### config.mk
export PLATFORM = sky130hd
export DESIGN_NAME = debounce_multi_flat
export DESIGN_NICKNAME = d
export VERILOG_FILES = /design/src/rtl/debounce_pkg.sv /design/src/rtl/debounce_multi_if.sv /design/src/rtl/debounce_ch.sv /design/src/rtl/debounce_multi.sv /design/src/flat_wrapper.sv
export SDC_FILE = /design/constraint.sdc
export NUM_CORES = 1
export LEC_CHECK = 0
export CORE_MARGIN = 1.5
export CORE_UTILIZATION = 56
export DETAILED_ROUTE_END_ITERATION = 10
export HOLD_SLACK_MARGIN = 0.08
export PLACE_DENSITY = 0.75
export SYNTH_ARGS = -nofsm -noshare
export SYNTH_HDL_FRONTEND = slang
export SYNTH_SLANG_ARGS = --single-unit
export TNS_END_PERCENT = 100
### constraint.sdc
create_clock -name clk_1024 -period 1.83 [get_ports clk_1024]
set_input_delay 0.183 -clock clk_1024 [delete_from_list [all_inputs] [get_ports clk_1024]]
set_output_delay 0.183 -clock clk_1024 [all_outputs]
set_load 0.01 [all_outputs]
### src/rtl/debounce_pkg.sv
// Shared definitions for the multi-channel button debouncer.
// Holds default widths/counts, range-check limits for the counter widths,
// and the encoding of a debounced button level.
package debounce_pkg;

  // Default configuration of debounce_multi
  localparam int DEF_N_CH       = 4;
  localparam int DEF_CNT_W      = 8;
  localparam int DEF_STABLE_CNT = 200;
  localparam int DEF_LONG_W     = 12;
  localparam int DEF_LONG_CNT   = 2048;

  // Legal ranges for the counter widths and the terminal counts
  localparam int CNT_W_MIN      = 2;
  localparam int CNT_W_MAX      = 31;
  localparam int LONG_W_MIN     = 1;
  localparam int LONG_W_MAX     = 31;
  localparam int STABLE_CNT_MIN = 2;
  localparam int LONG_CNT_MIN   = 1;

  // Debounced level encoding (1 = pressed)
  typedef enum logic {
    LVL_RELEASED = 1'b0,
    LVL_PRESSED  = 1'b1
  } level_e;

  // True when 'value' lies in [lo, 2**width-1]
  function automatic bit count_fits(input int width, input int lo, input int value);
    return (value >= lo) && (value <= ((32'sd1 <<< width) - 32'sd1));
  endfunction

endpackage

### src/rtl/debounce_multi_if.sv
// Button bundle between the board-side stimulus and the debouncer.
//   debounce_en    global filter enable
//   button         raw asynchronous buttons (1 = pressed)
//   btn_level      debounced level per channel
//   press_pulse    one-cycle pulse on accepted 0->1
//   release_pulse  one-cycle pulse on accepted 1->0
//   long_pulse     one-cycle pulse after a long hold (0 unless LONG_PRESS_EN)
//   prell_flag     some channel is currently filtering a bounce
// master: the side that drives the buttons; slave: the debouncer.
interface debounce_multi_if #(
  parameter int N_CH = 4
);
  logic            debounce_en;
  logic [N_CH-1:0] button;
  logic [N_CH-1:0] btn_level;
  logic [N_CH-1:0] press_pulse;
  logic [N_CH-1:0] release_pulse;
  logic [N_CH-1:0] long_pulse;
  logic            prell_flag;

  modport master (
    output debounce_en, button,
    input  btn_level, press_pulse, release_pulse, long_pulse, prell_flag
  );

  modport slave (
    input  debounce_en, button,
    output btn_level, press_pulse, release_pulse, long_pulse, prell_flag
  );
endinterface

### src/rtl/debounce_ch.sv
// One debounce channel: 2-flop synchroniser, stability counter, debounced
// level and registered press/release pulses. With the LONG_PRESS_EN macro
// defined, a hold counter also produces a single long_pulse per press.
// Ports:
//   clk, rst_n     clock and asynchronous active-low reset
//   en             filter enable (0: counter cleared, level frozen)
//   button         raw asynchronous input
//   level          debounced level
//   press_pulse    one-cycle pulse on accepted 0->1
//   release_pulse  one-cycle pulse on accepted 1->0
//   long_pulse     one-cycle pulse after LONG_CNT enabled pressed cycles
//   busy           stability counter is non-zero (bounce being filtered)
module debounce_ch
  import debounce_pkg::*;
#(
  parameter int CNT_W      = DEF_CNT_W,
  parameter int STABLE_CNT = DEF_STABLE_CNT,
  parameter int LONG_W     = DEF_LONG_W,
  parameter int LONG_CNT   = DEF_LONG_CNT
) (
  input  logic clk,
  input  logic rst_n,
  input  logic en,
  input  logic button,
  output logic level,
  output logic press_pulse,
  output logic release_pulse,
  output logic long_pulse,
  output logic busy
);

  // Accept on the sample that would take the counter to STABLE_CNT, so it never wraps
  localparam logic [CNT_W-1:0] CNT_TERM = CNT_W'(STABLE_CNT - 1);

  logic             sync1_r;
  logic             sync2_r;
  logic             level_r;
  logic             press_r;
  logic             release_r;
  logic [CNT_W-1:0] cnt_r;
  logic [CNT_W-1:0] cnt_nxt_s;
  logic             accept_s;

  // Next stability count and acceptance decision
  always_comb begin
    cnt_nxt_s = cnt_r;
    accept_s  = 1'b0;
    if (!en) begin
      cnt_nxt_s = {CNT_W{1'b0}};
    end else if (sync2_r == level_r) begin
      cnt_nxt_s = {CNT_W{1'b0}};
    end else if (cnt_r == CNT_TERM) begin
      cnt_nxt_s = {CNT_W{1'b0}};
      accept_s  = 1'b1;
    end else begin
      cnt_nxt_s = cnt_r + CNT_W'(1);
    end
  end

  // Synchroniser, counter, level and edge pulses
  always_ff @(posedge clk or negedge rst_n) begin
    if (!rst_n) begin
      sync1_r   <= 1'b0;
      sync2_r   <= 1'b0;
      cnt_r     <= {CNT_W{1'b0}};
      level_r   <= LVL_RELEASED;
      press_r   <= 1'b0;
      release_r <= 1'b0;
    end else begin
      sync1_r   <= button;
      sync2_r   <= sync1_r;
      cnt_r     <= cnt_nxt_s;
      press_r   <= accept_s && (sync2_r == LVL_PRESSED);
      release_r <= accept_s && (sync2_r == LVL_RELEASED);
      if (accept_s) begin
        level_r <= sync2_r;
      end else begin
        level_r <= level_r;
      end
    end
  end

`ifdef LONG_PRESS_EN
  localparam logic [LONG_W-1:0] HOLD_TERM = LONG_W'(LONG_CNT);
  localparam logic [LONG_W-1:0] HOLD_PRE  = LONG_W'(LONG_CNT - 1);

  logic [LONG_W-1:0] hold_r;
  logic              long_r;

  // Hold counter: counts enabled pressed cycles, saturates, cleared by release
  always_ff @(posedge clk or negedge rst_n) begin
    if (!rst_n) begin
      hold_r <= {LONG_W{1'b0}};
      long_r <= 1'b0;
    end else begin
      long_r <= 1'b0;
      if (accept_s && (sync2_r == LVL_RELEASED)) begin
        hold_r <= {LONG_W{1'b0}};
      end else if (en && (level_r == LVL_PRESSED) && (hold_r != HOLD_TERM)) begin
        hold_r <= hold_r + LONG_W'(1);
        long_r <= (hold_r == HOLD_PRE);
      end
    end
  end

  assign long_pulse = long_r;
`else
  assign long_pulse = 1'b0;
`endif

  assign level         = level_r;
  assign press_pulse   = press_r;
  assign release_pulse = release_r;
  assign busy          = (cnt_r != {CNT_W{1'b0}});

endmodule

### src/rtl/debounce_multi.sv
// N-channel pushbutton debouncer for the clk_1024 domain. Each channel is an
// independent debounce_ch; prell_flag reports any channel mid-bounce.
// Optional feature macro: LONG_PRESS_EN (long-press detection on long_pulse).
// Ports:
//   clk_1024  system clock (1024 Hz tick domain)
//   reset_n   asynchronous active-low reset
//   bus       debounce_multi_if.slave: debounce_en, button in;
//             btn_level, press_pulse, release_pulse, long_pulse, prell_flag out
module debounce_multi
  import debounce_pkg::*;
#(
  parameter int N_CH       = DEF_N_CH,
  parameter int CNT_W      = DEF_CNT_W,
  parameter int STABLE_CNT = DEF_STABLE_CNT,
  parameter int LONG_W     = DEF_LONG_W,
  parameter int LONG_CNT   = DEF_LONG_CNT
) (
  input  logic            clk_1024,
  input  logic            reset_n,
  debounce_multi_if.slave bus
);

  logic [N_CH-1:0] level_s;
  logic [N_CH-1:0] press_s;
  logic [N_CH-1:0] release_s;
  logic [N_CH-1:0] long_s;
  logic [N_CH-1:0] busy_s;

  for (genvar c = 0; c < N_CH; c++) begin : g_ch
    debounce_ch #(
      .CNT_W      (CNT_W),
      .STABLE_CNT (STABLE_CNT),
      .LONG_W     (LONG_W),
      .LONG_CNT   (LONG_CNT)
    ) u_ch (
      .clk           (clk_1024),
      .rst_n         (reset_n),
      .en            (bus.debounce_en),
      .button        (bus.button[c]),
      .level         (level_s[c]),
      .press_pulse   (press_s[c]),
      .release_pulse (release_s[c]),
      .long_pulse    (long_s[c]),
      .busy          (busy_s[c])
    );
  end

  assign bus.btn_level     = level_s;
  assign bus.press_pulse   = press_s;
  assign bus.release_pulse = release_s;
  assign bus.long_pulse    = long_s;
  // OR of register-derived flags: glitch-free in practice and 0 during reset
  assign bus.prell_flag    = |busy_s;

endmodule
### src/flat_wrapper.sv
// flat-port wrapper written by rule: the top's interface ports become plain ports
module debounce_multi_flat import debounce_pkg::*;
#(
  parameter int N_CH       = DEF_N_CH,
  parameter int CNT_W      = DEF_CNT_W,
  parameter int STABLE_CNT = DEF_STABLE_CNT,
  parameter int LONG_W     = DEF_LONG_W,
  parameter int LONG_CNT   = DEF_LONG_CNT
)
  (clk_1024, reset_n, bus_debounce_en, bus_button, bus_btn_level, bus_press_pulse, bus_release_pulse, bus_long_pulse, bus_prell_flag);
  debounce_multi_if #(.N_CH(N_CH)) bus_i ();
  input  logic clk_1024;
  input  logic reset_n;
  input wire logic [$bits(bus_i.debounce_en)-1:0] bus_debounce_en;
  input wire logic [$bits(bus_i.button)-1:0] bus_button;
  output wire logic [$bits(bus_i.btn_level)-1:0] bus_btn_level;
  output wire logic [$bits(bus_i.press_pulse)-1:0] bus_press_pulse;
  output wire logic [$bits(bus_i.release_pulse)-1:0] bus_release_pulse;
  output wire logic [$bits(bus_i.long_pulse)-1:0] bus_long_pulse;
  output wire logic [$bits(bus_i.prell_flag)-1:0] bus_prell_flag;
  assign bus_i.debounce_en = bus_debounce_en;
  assign bus_i.button = bus_button;
  assign bus_btn_level = bus_i.btn_level;
  assign bus_press_pulse = bus_i.press_pulse;
  assign bus_release_pulse = bus_i.release_pulse;
  assign bus_long_pulse = bus_i.long_pulse;
  assign bus_prell_flag = bus_i.prell_flag;
  debounce_multi #(.N_CH(N_CH), .CNT_W(CNT_W), .STABLE_CNT(STABLE_CNT), .LONG_W(LONG_W), .LONG_CNT(LONG_CNT)) u_core (.clk_1024(clk_1024), .reset_n(reset_n), .bus(bus_i));
endmodule
==> summary.md, run 1 <==
| Metric | Value |
|---|---|
| Status | `finished with violations` |
| Failing checks | `negative setup slack` |
| Final worst-path cycle share | `100%` |
| Pin count of the biggest net entering global routing | `53` |
| Largest clock skew in the final design | `0.00718 ns` |
| Detail Placement HPWL | `3490 microns` |
| Source-to-sink clock delay at the later pin of the worst-skew pair | `0.30 ns` |
| Final cell count without fillers | `334` |
| Part of the total power dissipated in the clock network | `33.1%` |
| Most frequent cells after synthesis | `52 x dfrtp_1, 20 x nor2_1, 19 x inv_1` |
| Layout Area Growth over Synthesis | `18.9%` |
| Cell Area, Synth | `2480 sq um` |
| Setup repair after global routing missed its margin | `true` |
| CTS root buffer | `clkbuf_8` |
| Deepest level of the CTS H-tree | `2` |
| Tmin final | `1.83 ns` |
| Number of rows in the core area | `24` |
| Clock tree from TritonCTS | `built` |
| Die Y-Extent | `69.5 microns` |
| Gr usage total | `20.6%` |
| Number of enable flip-flop cells after synthesis | `0` |
| Post-route cell area | `2950 sq um` |
| Area of the multi-input gates | `1000 sq um` |
| Final count of hold timing violations | `0` |
| Highest clock rate | `545 MHz` |
| Most frequent cell after synthesis | `dfrtp_1` |
| Largest stage delay on the critical path | `0.41 ns` |
| DR iter-0 viols | `163` |
| Number of instances in the placed design | `325` |
| Sum Neg Setup Slack | `-0.00453 ns` |
| Clock slew at reported path FFs | `0.09 ns` |
| Horiz. Die Dim | `69.5 microns` |
| Drt total wl | `4740 microns` |
| DRC viols | `0` |
| Peak fanout along the critical path | `2` |
| CTS sink count | `52` |
| First-pass GRT wire length | `7820 microns` |
| Count of pins over their slew limit | `0` |
| Via count of the first global-routing pass | `1,762` |
| Antenna violations before repair | `0` |
| Total power per unit cell area | `660 nW/um^2` |
| Number of antenna repair diodes | `0` |
| CP max stage cell | `or3_4` |
| Worst setup EP type | `primary output` |
| TritonRoute pass-1 iters | `4` |
| Cell breakdown of the critical path | `or3_4, nor4_4, nand4_1, buf_2` |
| Leak pwr | `1.38 nW` |
| Number of buffer cells added on primary ports | `19` |
| Psw | `467 uW` |
| Longest Clk Path Bufs | `2` |
| Async set-or-reset flop fraction in the synthesized netlist | `100%` |
| Worst IR drop on VDD | `458 uV` |
| Sequential standard cell area | `1300 sq um` |
| Vias per cell | `5.52` |
| GRT Residual Overflow | `0` |
| Dominant cells by area after synthesis | `dfrtp_1 52%, ha_1 6.1%, buf_4 4.8%` |
| Area of the core region | `4290 sq um` |
| Share of layout cells above drive strength 1 | `17.0%` |
| Final critical-path setup slack | `-0.00453 ns` |
| Cell count after synthesis | `239` |
| Overall via count from detail_route | `1,844` |
| Kind of critical path | `flip-flop to primary output` |
| Internal Pwr Total | `1.48 mW` |
| Number of register bits inferred by synthesis | `52` |
| Avg Cell Area, Syn | `10.4 sq um` |
| Class of the worst hold path | `input port to flip-flop` |
| Sequential share of power | `60.6%` |
| Final GP Congestion | `0.845` |
| Worst Path Required | `1.65 ns` |
| Total of endpoints with negative setup slack in the final report | `1` |
| Seq/Total Area, Yosys | `52.5%` |
| Critical Path Start Type | `flip-flop` |
| Placed instance area | `2840 sq um` |
| Main flop type after synthesis | `dfrtp_1` |
| Hold Worst Slack | `0.315 ns` |
| Proportion of netlist area held by the largest area contributor | `52.5%` |
| Antenna-violating nets left | `0` |
| Comb pwr share | `6.3%` |
| Count of maximum capacitance violations | `0` |
| Initial core utilization | `57.7%` |
| Net switching share of the total power | `24.0%` |
| Arrival time at the worst endpoint | `1.65 ns` |
| Transition time of the tightest slew-check pin | `0.625 ns` |
| Unique masters post-synth | `26` |
| Mean routed wirelength per cell | `14.2 microns` |
| Library cell with the largest summed area after synthesis | `dfrtp_1` |
| Buffers and inverters on the worst path | `1` |
| Number of primary I/O pins | `24` |
| Top Family by Delay on Critical Path | `simple AND/OR/NAND/NOR gates` |
| DIE AREA | `4830 sq um` |
| Yosys warning count | `0` |
| Final net count | `300` |
| Max transition margin | `58.4%` |
| Count of fill cells added during filler insertion | `322` |
| Number of buffers created by CTS | `5` |
## power groups by stage
stage / clock [mW] / sequential (mW) / combinational, mW
floorplan: 0 / 1.20 / 0.0548
global placement: 0 / 1.20 / 0.121
detailed placement: 0 / 1.20 / 0.125
CTS: 0.661 / 1.18 / 0.125
global route: 0.701 / 1.18 / 0.139
finish: 0.644 / 1.18 / 0.122
## metal layers
layer  routed length, microns  part of all wire (%)  track usage (%)  vias to the layer above
li1                         -                     -                -                      889
met1                     2020                    43             26.7                      898
met2                     2460                    52             35.1                       52
met3                      203                   4.3             3.05                        5
met4                       58                   1.2             7.63                        0
met5                        0                     0                0                        -
## worst paths after layout
path                                           endpoint                          from  cells past startpoint  slack, ns
hold reg to reg             u_core.g_ch[2].u_ch.sync2_r   u_core.g_ch[2].u_ch.sync1_r                      0       0.36
min in group asynchronous   u_core.g_ch[1].u_ch.sync2_r                       reset_n                      3       0.52
hold / removal              u_core.g_ch[2].u_ch.sync1_r                 bus_button[2]                      1       0.32
setup / recovery                         bus_prell_flag  u_core.g_ch[0].u_ch.cnt_r[4]                      4     -0.005
setup reg to reg              u_core.g_ch[3].u_ch.level  u_core.g_ch[3].u_ch.cnt_r[4]                      4       0.10
max in group asynchronous  u_core.g_ch[3].u_ch.cnt_r[2]                       reset_n                      3       0.89
## per-stage QoR
stage / power (mW) / utilization, % / setup slack [ns]
floorplan: 1.26 / - / 0.240
global placement: 1.32 / 66.1 / -0.0311
detailed placement: 1.33 / 66.1 / -0.0160
CTS: 1.97 / 68.4 / 0.00783
global route: 2.02 / 68.6 / -0.0978
finish: 1.94 / 68.6 / -0.00453
## sequential cells by signal (all words and copies together) (netlist names)
signal                          flops
u_core.g_ch.u_ch.cnt_r             32
u_core.g_ch.u_ch.level              4
u_core.g_ch.u_ch.press_pulse        4
u_core.g_ch.u_ch.release_pulse      4
u_core.g_ch.u_ch.sync1_r            4
u_core.g_ch.u_ch.sync2_r            4
## kinds of logic after synthesis
| logic type | count (synthesis) | synth area share [%] |
|---|---|---|
| AO/OA/AOI/OAI | 28 | 6.06 |
| XOR/XNOR | 16 | 5.65 |
| adder cells (fa/ha/maj) | 12 | 6.06 |
| buffers and inverters | 38 | 8.23 |
| flip-flops | 52 | 52.5 |
| multiplexers | 4 | 2.12 |
| other | 1 | 0.151 |
| AND/OR/NAND/NOR | 88 | 19.2 |
## placed cells by master (no fill, tap or decap)
| cell | instances |
|---|---|
| or4_1 | 1 |
| a21oi_1 | 12 |
| nand3_1 | 14 |
| nor4b_1 | 1 |
| mux2_2 | 2 |
| nor4_1 | 11 |
| conb_1 | 4 |
| clkinv_2 | 2 |
| xnor2_1 | 5 |
| dfrtp_1 | 52 |
| nand2b_1 | 2 |
| clkinv_4 | 1 |
| or3_4 | 2 |
| nand2_1 | 9 |
| or3_1 | 16 |
| and3_1 | 1 |
| clkdlybuf4s50_1 | 17 |
| nor2_1 | 20 |
| xor2_1 | 11 |
| nor4_4 | 1 |
| clkbuf_8 | 5 |
| o21ai_0 | 12 |
| inv_1 | 19 |
| o211ai_1 | 4 |
| dlygate4sd3_1 | 1 |
| nand4_1 | 9 |
| buf_2 | 2 |
| ha_1 | 12 |
| buf_4 | 31 |
| mux2_4 | 2 |
| nand4b_1 | 1 |
## layout make-up
class,count,area share [%]
inverters,19,2.42
clock inverters,3,0.637
clock buffers,5,2.33
flip-flops and latches,52,44.1
repair buffers,51,14.3
multi-input cells,152,33.9
well taps,52,2.21
## repair_timing
action                     in CTS  in global routing
pin swaps                       2                  1
gates cloned                    0                  0
gates resized for setup         5                  1
setup endpoints to repair       1                  1
buffers inserted                0                  0
hold endpoints to repair       52                  0
hold buffers                    1                  0
Note: power is estimated with default switching activity, not from simulation.
==> inputs of run 2 (changes only) <==
Settings changed: CORE_UTILIZATION 56 to 51, PLACE_DENSITY 0.75 to 0.72.
Clock period 1.83 ns to 1.55 ns, I/O delays scaled along.
==> summary.md, run 2 (synthesized netlist as in run 1, its figures left out) <==
| Metric | Value |
|---|---|
| Status | `finished with violations (unchanged)` |
| Failing checks | `negative setup slack (unchanged)` |
| Worst Path Required | `1.39 ns (was 1.65 ns)` |
| Initial core utilization | `52.8% (was 57.7%)` |
| Overall via count from detail_route | `1,907 (was 1,844)` |
| DR iter-0 viols | `121 (was 163)` |
| Total power per unit cell area | `768 nW/um^2 (was 660 nW/um^2)` |
| Number of rows in the core area | `25 (was 24)` |
| Pin count of the biggest net entering global routing | `26 (was 53)` |
| Count of pins over their slew limit | `0 (unchanged)` |
| Flip-flop count of the largest register after layout | `32 (unchanged)` |
| Source-to-sink clock delay at the later pin of the worst-skew pair | `0.30 ns (about the same)` |
| Largest stage delay on the critical path | `0.40 ns (was 0.41 ns)` |
| First-pass GRT wire length | `8250 microns (was 7820 microns)` |
| CTS root buffer | `clkbuf_8 (unchanged)` |
| Commonest non-fill, non-tap cells in the layout | `52 x dfrtp_1, 49 x buf_4, 19 x inv_1, 19 x nor2_1, 17 x clkdlybuf4s50_1 (was 52 x dfrtp_1, 31 x buf_4, 20 x nor2_1)` |
| Sum Neg Setup Slack | `-1.27 ns (was -0.00453 ns)` |
| Number of antenna repair diodes | `0 (unchanged)` |
| Highest clock rate | `543 MHz` |
| Mean routed wirelength per cell | `14.0 microns (was 14.2 microns)` |
| Total power consumption of the routed design | `2.51 mW (was 1.94 mW)` |
| Layout Area Growth over Synthesis | `31.7% (was 18.9%)` |
| Drt total wl | `5050 microns (was 4740 microns)` |
| Worst setup EP type | `primary output (unchanged)` |
| Number of buffers created by CTS | `5 (unchanged)` |
| Area of the core region | `4690 sq um (was 4290 sq um)` |
| Most frequent standard cell in the layout excluding fill and tap cells | `dfrtp_1 (unchanged)` |
| Total of endpoints with negative setup slack in the final report | `7 (was 1)` |
| Longest Clk Path Bufs | `2 (unchanged)` |
| Clock slew at reported path FFs | `0.09 ns (about the same)` |
| Class of the worst hold path | `input port to async pin (was input port to flip-flop)` |
| Placement Setup Slack | `-0.291 ns (was -0.0160 ns)` |
| Worst reg2reg endpoint | `u_core.g_ch[0].u_ch.level (was u_core.g_ch[3].u_ch.level)` |
| Critical Path Start Type | `flip-flop (unchanged)` |
| Antenna violations before repair | `0 (unchanged)` |
| Detail Placement HPWL | `3500 microns (was 3490 microns)` |
| Number of cells on the worst reg-to-reg path | `5 (was 4)` |
| TritonRoute pass-1 iters | `4 (unchanged)` |
| Arrival time at the worst endpoint | `1.69 ns (was 1.65 ns)` |
| Fraction of the core area covered by cells at the end of the flow | `69.5% (was 68.6%)` |
| Slack of the worst reg-to-reg path | `-0.28 ns (was 0.10 ns)` |
| Largest clock skew in the final design | `0.00976 ns (was 0.00718 ns)` |
| Count of maximum capacitance violations | `0 (unchanged)` |
| Tmin final | `1.84 ns` |
| Register bank with the most flops | `u_core.g_ch.u_ch.cnt_r (unchanged)` |
| Final GP Congestion | `0.808 (was 0.845)` |
| Deepest level of the CTS H-tree | `2 (unchanged)` |
| Kind of critical path | `flip-flop to primary output (unchanged)` |
| Via count of the first global-routing pass | `1,860 (was 1,762)` |
| Gr usage total | `20.7% (was 20.6%)` |
| FF-to-FF Start | `u_core.g_ch[0].u_ch.cnt_r[5] (was u_core.g_ch[3].u_ch.cnt_r[4])` |
| Setup repair after global routing missed its margin | `true (unchanged)` |
| Peak fanout along the critical path | `2 (unchanged)` |
| Hold Worst Slack | `0.276 ns (was 0.315 ns)` |
| Cell breakdown of the critical path | `or3_4, nor4_2, nand4_1, buf_2 (was or3_4, nor4_4, nand4_1, buf_2)` |
| DIE AREA | `5290 sq um (was 4830 sq um)` |
| Antenna-violating nets left | `0 (unchanged)` |
| Final worst-path cycle share | `119%` |
| Clock tree from TritonCTS | `built (unchanged)` |
| Share of layout cells above drive strength 1 | `27.7% (was 17.0%)` |
| Count of fill cells added during filler insertion | `372 (was 322)` |
| Die Y-Extent | `72.7 microns (was 69.5 microns)` |
| Final count of hold timing violations | `0 (unchanged)` |
| Final net count | `325 (was 300)` |
| CTS sink count | `52 (unchanged)` |
| DRC viols | `0 (unchanged)` |
| GRT Residual Overflow | `0 (unchanged)` |
| Vias per cell | `5.28 (was 5.52)` |
| Number of primary I/O pins | `24 (unchanged)` |
| Leak pwr | `1.51 nW (was 1.38 nW)` |
| Final critical-path setup slack | `-0.290 ns (was -0.00453 ns)` |
| Number of buffer cells added on primary ports | `19 (unchanged)` |
| CP max stage cell | `or3_4 (unchanged)` |
| Worst IR drop on VDD | `454 uV (was 458 uV)` |
| Horiz. Die Dim | `72.7 microns (was 69.5 microns)` |
-- run 2: worst max-delay path by stage --
| stage | from | slack [ns] | depth (start not counted) | to |
|---|---|---|---|---|
| after floorplan | u_core.g_ch[3].u_ch.cnt_r[4] | -0.04 | 3 | u_core.g_ch[3].u_ch.level |
| after global placement | u_core.g_ch[0].u_ch.cnt_r[5] | -0.28 | 4 | bus_prell_flag |
| after detailed placement | u_core.g_ch[0].u_ch.cnt_r[5] | -0.29 | 4 | bus_prell_flag |
| after CTS | u_core.g_ch[0].u_ch.cnt_r[3] | -0.28 | 4 | bus_prell_flag |
| after global routing | u_core.g_ch[0].u_ch.cnt_r[5] | -0.34 | 4 | bus_prell_flag |
| final | u_core.g_ch[0].u_ch.cnt_r[5] | -0.29 | 4 | bus_prell_flag |
-- run 2: metal layers --
| layer | vias up | wire (microns) | global-route usage [%] |
|---|---|---|---|
| met5 | - | 0 | 0 |
| met4 | 0 | 67 | 8.60 |
| met3 | 7 | 146 | 4.70 |
| met2 | 31 | 2540 | 35.2 |
| met1 | 928 | 2300 | 25.5 |
| li1 | 941 | - | - |
-- run 2: layout make-up --
class	instances	area (sq um)	area share, %
inverter	19	71.3	2.19
clock inverter	2	38.8	1.19
sequential	52	1300	39.9
tap	54	67.6	2.07
clock buffer	6	72.6	2.22
multi-input combinational	152	1070	32.7
timing repair buffer	76	646	19.8
-- run 2: repair_timing --
item | 4_1_cts | 5_1_grt
setup buffers | 3 | 7
gates cloned | 0 | 0
pin swaps | 5 | 10
resized for setup | 12 | 15
endpoints found under the setup margin | 5 | 23
hold endpoints to repair | 37 | 0
hold buffers | 1 | 0
-- run 2: report_power, final --
| group | total, mW | internal [mW] | leakage [nW] | switching, mW |
|---|---|---|---|---|
| Combinational | 0.183 | 0.0774 | 0.750 | 0.106 |
| Sequential | 1.39 | 1.38 | 0.704 | 0.0140 |
| Clock | 0.934 | 0.488 | 0.0558 | 0.446 |
| Total | 2.51 | 1.94 | 1.51 | 0.566 |
-- run 2: through the flow --
stage / instance area, sq um / cells
after floorplan: 2490 / 242
after global placement: 2990 / 345
after detailed placement: 2990 / 345
after CTS: 3170 / 357
after global routing: 3260 / 361
final: 3260 / 361
-- run 2: critical path, delay by kind of cell, from the launching register on --
family	cells	cell delay, ns
and+or+nand+nor	3	0.82
DFF	1	0.39
buffers and inverters	1	0.17
